[src/rtl/lane_transposer_pp.sv]
// Streaming LANES x LANES corner-turn with ping-pong banks, valid/ready on both
// sides, per-frame transpose/bypass selection and in_sop-driven frame resync.
module lane_transposer_pp #(
  parameter int WIDTH = 32,
  parameter int LANES = 3
) (
  input  logic                     clk,
  input  logic                     rst,
  input  logic                     in_valid,
  output logic                     in_ready,
  input  logic                     in_sop,
  input  logic                     in_mode,
  input  logic [LANES*WIDTH-1:0]   in_re,
  input  logic [LANES*WIDTH-1:0]   in_img,
  output logic                     out_valid,
  input  logic                     out_ready,
  output logic                     out_sop,
  output logic [LANES*WIDTH-1:0]   out_re,
  output logic [LANES*WIDTH-1:0]   out_img,
  output logic                     err_resync
);

  localparam int CW = $clog2(LANES);
  typedef logic [CW-1:0] cnt_t;
  localparam cnt_t LAST = cnt_t'(LANES - 1);

  logic [WIDTH-1:0] re_q  [2][LANES][LANES];
  logic [WIDTH-1:0] re_d  [2][LANES][LANES];
  logic [WIDTH-1:0] img_q [2][LANES][LANES];
  logic [WIDTH-1:0] img_d [2][LANES][LANES];

  logic [1:0] full_q, full_d;
  logic [1:0] mode_q, mode_d;
  logic       wb_q, wb_d;
  logic       rb_q, rb_d;
  cnt_t       wr_cnt_q, wr_cnt_d;
  cnt_t       rd_cnt_q, rd_cnt_d;
  logic       err_q, err_d;

  logic accept;
  logic resync;
  logic rd_fire;
  cnt_t wr_row;

  assign in_ready   = !full_q[wb_q];
  assign out_valid  = full_q[rb_q];
  assign err_resync = err_q;

  always_comb begin
    re_d     = re_q;
    img_d    = img_q;
    full_d   = full_q;
    mode_d   = mode_q;
    wb_d     = wb_q;
    rb_d     = rb_q;
    wr_cnt_d = wr_cnt_q;
    rd_cnt_d = rd_cnt_q;

    accept  = in_valid && in_ready;
    resync  = accept && in_sop && (wr_cnt_q != '0);
    rd_fire = out_valid && out_ready;
    err_d   = resync;
    // A resync beat restarts the current bank at row 0 instead of advancing.
    wr_row  = resync ? '0 : wr_cnt_q;

    if (accept) begin
      for (int unsigned j = 0; j < LANES; j++) begin
        re_d[wb_q][wr_row][j]  = in_re[j*WIDTH +: WIDTH];
        img_d[wb_q][wr_row][j] = in_img[j*WIDTH +: WIDTH];
      end
      if (wr_row == '0) mode_d[wb_q] = in_mode;
      if (resync) begin
        wr_cnt_d = cnt_t'(1);
      end else if (wr_cnt_q == LAST) begin
        full_d[wb_q] = 1'b1;
        wb_d         = !wb_q;
        wr_cnt_d     = '0;
      end else begin
        wr_cnt_d = wr_cnt_q + cnt_t'(1);
      end
    end

    // Write and read completions always target different banks, so both apply.
    if (rd_fire) begin
      if (rd_cnt_q == LAST) begin
        full_d[rb_q] = 1'b0;
        rb_d         = !rb_q;
        rd_cnt_d     = '0;
      end else begin
        rd_cnt_d = rd_cnt_q + cnt_t'(1);
      end
    end
  end

  always_comb begin
    out_sop = out_valid && (rd_cnt_q == '0);
    out_re  = '0;
    out_img = '0;
    if (out_valid) begin
      for (int unsigned k = 0; k < LANES; k++) begin
        if (mode_q[rb_q]) begin
          out_re[k*WIDTH +: WIDTH]  = re_q[rb_q][k][rd_cnt_q];
          out_img[k*WIDTH +: WIDTH] = img_q[rb_q][k][rd_cnt_q];
        end else begin
          out_re[k*WIDTH +: WIDTH]  = re_q[rb_q][rd_cnt_q][k];
          out_img[k*WIDTH +: WIDTH] = img_q[rb_q][rd_cnt_q][k];
        end
      end
    end
  end

  always_ff @(posedge clk) begin
    if (rst) begin
      full_q   <= '0;
      mode_q   <= '0;
      wb_q     <= 1'b0;
      rb_q     <= 1'b0;
      wr_cnt_q <= '0;
      rd_cnt_q <= '0;
      err_q    <= 1'b0;
    end else begin
      full_q   <= full_d;
      mode_q   <= mode_d;
      wb_q     <= wb_d;
      rb_q     <= rb_d;
      wr_cnt_q <= wr_cnt_d;
      rd_cnt_q <= rd_cnt_d;
      err_q    <= err_d;
    end
  end

  always_ff @(posedge clk) begin
    re_q  <= re_d;
    img_q <= img_d;
  end

endmodule

[config.mk]
export PLATFORM = sky130hd
export DESIGN_NAME = lane_transposer_pp
export DESIGN_NICKNAME = d
export VERILOG_FILES = /design/src/rtl/lane_transposer_pp.sv
export SDC_FILE = /design/constraint.sdc
export NUM_CORES = 2
export LEC_CHECK = 0
export ABC_CLOCK_PERIOD_IN_PS = 33800
export CAP_MARGIN = 20
export CORE_MARGIN = 2
export CORE_UTILIZATION = 40
export CTS_BUF_LIST = sky130_fd_sc_hd__clkbuf_16
export DETAILED_ROUTE_END_ITERATION = 8
export GPL_TIMING_DRIVEN = 0
export MAX_ROUTING_LAYER = met4
export SLEW_MARGIN = 10
export SYNTH_ARGS = -nofsm -noshare
export SYNTH_HDL_FRONTEND = slang
export SYNTH_SLANG_ARGS = --single-unit
export TNS_END_PERCENT = 20
[constraint.sdc]
create_clock -name clk -period 33.8 [get_ports clk]
set_input_delay 6.76 -clock clk [delete_from_list [all_inputs] [get_ports clk]]
set_output_delay 6.76 -clock clk [all_outputs]
set_load 0.01 [all_outputs]
==> results.py <==
metrics = {
    "cts": {
        "cts_setup_buffers": 0,
        "clock_sink_count": 1163,
        "cts_tree": "done",
        "clock-root-buffer": "clkbuf_16",
        "postCtsHoldBufs": 0,
        "clk_pin_slew_ns": 0.06,
        "worstSkewPairLatency_ns": 0.79,
        "cts_buffer_depth": 3,
        "cts_buffers": 132,
        "cts_resized": 0,
        "h-tree-depth": 4,
    },
    "cells_and_area": {
        "drive_above_1_share": 0.133,
        "fin_nets": 4591,
        "mostFrequentLayoutCells": "edfxtp_1 (1152), mux2i_1 (475), clkdlybuf4s50_1 (393), and2_1 (386), a21oi_1 (210)",
        "area_growth_pct": 21.9,
        "fin_area_sq_mm": 0.0651,
        "layout_commonest_cell": "edfxtp_1",
    },
    "setup_path": {
        "crit_arrival_ns": 5.14,
        "cp.required_ns": 27.04,
        "critPathMaxFanout": 10,
        "start_kind": "flip-flop",
        "critical_path_class": "reg -> out",
        "end_kind": "output port",
        "reg2reg_depth": 6,
    },
    "worst_hold_path": {
        "hold_path.class": "reg -> reg",
        "hold_path_depth": 2,
    },
    "logic_synthesis": {
        "ys.flop_type": "edfxtp_1",
        "synth_warnings": 0,
        "ys_ff_latch": 1163,
        "ys_types": 52,
        "syn_nets": 3991,
        "yosysTopAreaCellShare": 0.648,
        "synth_edf_count": 1152,
        "ys_seq_area_frac": 0.652,
        "netlist_area_sq_mm": 0.0534,
        "syn_avg_cell_area_sq_um": 14.1,
        "synth_top_area_cell": "edfxtp_1",
        "synthTopCellsByArea": "edfxtp_1 (65%), mux2i_1 (8.9%), and2_1 (4.5%)",
        "postSynth.asyncResetShare": 0,
        "syn_inst": 3793,
    },
    "timing": {
        "slew_violations": 0,
        "worst_pin_slew_ns": 1.41,
        "hold_violations": 0,
        "whs_ns": 0.560,
        "fin_skew_ns": 0.0331,
        "slew_headroom": 0.0633,
        "fin_setup_tns_ns": 0,
        "fin_crit_ns": 11.90,
        "max_freq_mhz": 84.0,
        "grt_setup_unrepaired": "false",
        "finalCritPeriodShare": 0.352,
        "finalSetupViolCount": 0,
    },
    "detailed_routing": {
        "ant_nets": 0,
        "drtIter0Drc": 7087,
        "viasPerCell": 6.35,
        "top_layer_used": "met4",
        "routed-wl-met3_um": 32200,
        "via_count": 40048,
        "drtPass1Iterations": 8,
        "routed_wl_um": 231000,
        "wire_per_inst_um": 36.7,
        "met2_length_um": 99300,
        "wl_met1_um": 85800,
        "drc_errors": 0,
    },
    "pwr": {
        "powerDensity_mw_per_mm2": 48.9,
        "swShare": 0.233,
        "p_leak_nw": 21.0,
        "ir_drop_mv": 0.0515,
        "power_switching_w": 0.000742,
        "p_int_w": 0.00244,
        "combPwrFrac": 0.067,
        "pwr-share-seq": 0.509,
        "p_clk_frac": 0.424,
    },
    "placement": {
        "place_area_sq_mm": 0.0609,
        "hpwl_um": 163000,
        "buffer_ports.inserted": 393,
        "place.gp.congestion": 0.975,
    },
    "flow_run": {
        "cap_violations": 0,
    },
    "global_route": {
        "grt_overflow": 0,
        "antenna_found_initial": 48,
        "grt_use_total": 0.341,
        "grt_pass1_wl_um": 307000,
        "grt_max_degree": 94,
        "grt_pass1_vias": 36975,
    },
    "run_status": {
        "outcome": "finished clean",
    },
    "die": {
        "row_count": 134,
        "die_y_um": 369,
        "design.core.area_sq_mm": 0.133,
        "die_width_um": 369,
        "pin_count": 394,
        "die_area_sq_mm": 0.136,
        "initial_core_util": 0.401,
    },
}
## sequential cells by signal (all words and copies together) (netlist names)
signal      flops
wb_q            1
err_resync      1
rb_q            1
rd_cnt_q        2
mode_q          2
img_q         576
wr_cnt_q        2
re_q          576
full_q          2
## power by group through the flow
stage / Combinational (W) / Clock (W) / Sequential (W)
after CTS: 0.000205 / 0.00135 / 0.00162
after global routing: 0.000218 / 0.00140 / 0.00162
after detailed placement: 0.000204 / 0 / 0.00165
after floorplan: 0.0000909 / 0 / 0.00165
after global placement: 0.000192 / 0 / 0.00166
final: 0.000213 / 0.00135 / 0.00162
## worst max-delay path: stages (launching register included)
cell and delay (ns):
dfxtp_1 0.32, buf_4 0.29, nand2b_1 0.15, clkbuf_1 0.43, nor2_1 0.27, nand2_1 0.18
buf_2 0.40, buf_1 1.01, o221ai_1 0.65, clkdlybuf4s50_1 0.65
## cell type report
| type | count | area, sq um |
|---|---|---|
| timing repair buffer | 466 | 5330 |
| sequential | 1163 | 34800 |
| clock buffer | 136 | 3400 |
| clock inverter | 96 | 549 |
| tap | 1768 | 2210 |
| fill | 11523 | 67900 |
| multi-input combinational | 2312 | 17100 |
| buffer | 314 | 1520 |
| antenna | 50 | 125 |
| inverter | 4 | 22.5 |
## final timing paths
kind                                  start          to  slack, ns
worst min register to register    full_q[0]   full_q[0]       0.56
worst min-delay path              full_q[0]   full_q[0]       0.56
worst max register to register         wb_q  img_q[143]      29.86
worst max-delay path            rd_cnt_q[0]  out_re[43]      21.90
## synth_stat cells, types with 53 or more instances
cell,n
and2_1,386
nor3_1,76
clkbuf_1,135
a211oi_1,98
o221ai_1,61
edfxtp_1,1152
nor2_1,147
mux2i_1,475
o21ai_0,152
nand2_1,168
mux2_2,132
buf_2,99
nand3_1,74
o22ai_1,65
a21oi_1,210
mux4_2,53
## cell families after synthesis
kind of cell    share of synthesized area
flops                               0.652
simple gates                       0.0867
compound gates                     0.0922
mux                                 0.140
buf+inv                            0.0284
xor+xnor                         0.000164
## per-stage QoR
stage	std cells	util	worst slack [ns]	power [W]
after global placement	5954	0.448	7.05	0.00186
after floorplan	3793	-	17.49	0.00175
final	6309	0.489	21.90	0.00318
after detailed placement	6022	0.458	23.12	0.00185
after global routing	6296	0.489	22.09	0.00324
after CTS	6254	0.488	22.27	0.00317
## per-layer routing
metal / vias to the layer above / GRT usage
met2: 3251 / 0.477
met3: 623 / 0.114
met4: 0 / 0.194
li1: 15963 / -
met5: - / -
met1: 20211 / 0.432
Power figures use the tool's default switching activity.
==> edit: new RTL, config.mk and constraints unchanged <==
`LANES`: 3 -> 2.
--- a/src/rtl/lane_transposer_pp.sv
+++ b/src/rtl/lane_transposer_pp.sv
@@ -2,7 +2,7 @@
 // sides, per-frame transpose/bypass selection and in_sop-driven frame resync.
 module lane_transposer_pp #(
   parameter int WIDTH = 32,
-  parameter int LANES = 3
+  parameter int LANES = 2
 ) (
   input  logic                     clk,
   input  logic                     rst,
Ports: changed (resized in_img, in_re, out_img and out_re); port bits go from 394 to 266. No check against the original RTL was run, so the function may have changed too.
==> edit against the original RTL <==
  * Area after synthesis decreased by 56%
  * Sequential share of layout area decreased by 0.29 points
  * Power decreased by 54%
  * Setup slack improved by 1.5 ns
  * Fmax increased by 15%
  * Cell area decreased by 55%
  * Critical path depth decreased by 4
  * Register-to-register slack improved by 1.1 ns
  * Sequential cell count decreased by 642
  * Via count decreased by 64%
  * Largest cell class unchanged
  * Highest routed layer unchanged
  * Routed wire length decreased by 71%
  * Die area decreased by 56%
  * Hold slack got worse by 0.057 ns
  * Count of clock-buffer cells in the layout decreased by 75
==> edit: results <==
export IMPL_synth_area_top_cells="edfxtp_1 (66%), mux2i_1 (7.5%), mux2_2 (7.3%)"
export IMPL_skew_ns=0.00969
export IMPL_synth_top_cells_by_count="edfxtp_1 (512), and2_1 (257), mux2i_1 (174)"
export IMPL_dr_wl_met2_um=31400
export IMPL_top_layer_used="met4"
export IMPL_layout_drive_gt1_share=0.166
export IMPL_portBuffers=263
export IMPL_fin_nets=2045
export IMPL_numCtsBuffers=58
export IMPL_grtUsageTotal=0.228
export IMPL_grt_pass1_vias=14662
export IMPL_wl_met3_um=4570
export IMPL_grt_max_degree=68
export IMPL_use_met3=0.0481
export IMPL_clockBufferDepth=3
export IMPL_use_met1=0.306
export IMPL_arrival_ns=3.60
export IMPL_grtUsageMet2=0.354
export IMPL_via_per_inst=5.27
export IMPL_synth_nets=1670
export IMPL_path_max_fanout=10
export IMPL_grt_pass1_wl_um=97100
export IMPL_synthArstFlopShare=0
export IMPL_cts_hold_buffers=0
export IMPL_yosysUniqueCellTypes=37
export IMPL_drt_met1_wl_um=29600
export IMPL_first_iter_violations=1085
export IMPL_ir_worst_vdd_mv=0.0410
export IMPL_dp_hpwl_um=46200
export IMPL_htreeDepth=2
export IMPL_routabilityCongestion=0.796
export IMPL_worstSkewPairLatency_ns=0.61
export IMPL_tightest_slew_ns=0.998
export IMPL_fill_cells=4949
export IMPL_yosysSeqAreaShare=0.667
export IMPL_routed_wl_um=67100
export IMPL_cp_slowest_cell="nor2_1"
export IMPL_top_regs="img_q: 256 flops, re_q: 256 flops"
export IMPL_slowest_delay_ns=0.79
export IMPL_p_leak_nw=10.1
export IMPL_antenna_found_initial=9
export IMPL_status="complete, no violations"
export IMPL_synth_edf_count=512
export IMPL_fp_dieW_um=245
export IMPL_first_pass_iters=5
export IMPL_clk_pin_slew_ns=0.06
==> edit: worst paths after layout <==
check / from / end / slack (ns) / depth (start not counted)
min reg2reg: mode_q[0] / mode_q[0] / 0.50 / 2
max reg2reg: wb_q / re_q[72] / 30.91 / 8
max: rd_cnt_q / out_re[55] / 23.44 / 5
min: mode_q[0] / mode_q[0] / 0.50 / 2
==> edit: layout make-up <==
class                           instances  area (um2)  share of cell area
Multi-Input combinational cell        897        7160               0.245
Sequential cell                       521       15600               0.532
Tap cell                              765         957              0.0328
Clock inverter                         39         229             0.00783
Inverter                                4        22.5            0.000771
Antenna cell                           10        25.0            0.000856
Buffer                                114         612              0.0209
Clock buffer                           61        1530              0.0522
Timing Repair Buffer                  315        3140               0.107
==> edit: stage by stage <==
step                worst slack, ns   util  power [W]  std cells  area (um2)
floorplan                     17.26      -   0.000817       1536       23300
global placement               8.92  0.466   0.000879       2564       26900
detailed placement            24.03  0.476   0.000877       2616       27400
CTS                           23.35  0.506    0.00146       2716       29200
global route                  23.26  0.507    0.00150       2725       29200
finish                        23.44  0.507    0.00145       2726       29200
==> edit: kinds of logic (layout without fill, tap and decap cells) <==
kind of cell / after synthesis / after routing / synth area share
other cells: 0 / 10 / 0
simple gates: 293 / 293 / 0.0773
compound gates: 272 / 272 / 0.0773
flops: 521 / 521 / 0.667
mux: 332 / 332 / 0.152
buf+inv: 118 / 533 / 0.0269
==> edit: where the power goes <==
part           internal [W]  switching (W)  total [W]
Sequential         0.000733     0.00000480   0.000738
Combinational     0.0000572      0.0000676   0.000125
Clock              0.000342       0.000245   0.000587
==> edit: worst register-to-register path, stage by stage (launching register included) <==
cell	delay, ns
dfxtp_1	0.30
buf_2	0.21
inv_1	0.16
nor3_2	0.84
buf_8	0.24
buf_6	0.18
buf_4	0.22
buf_6	0.19
buf_4	0.23
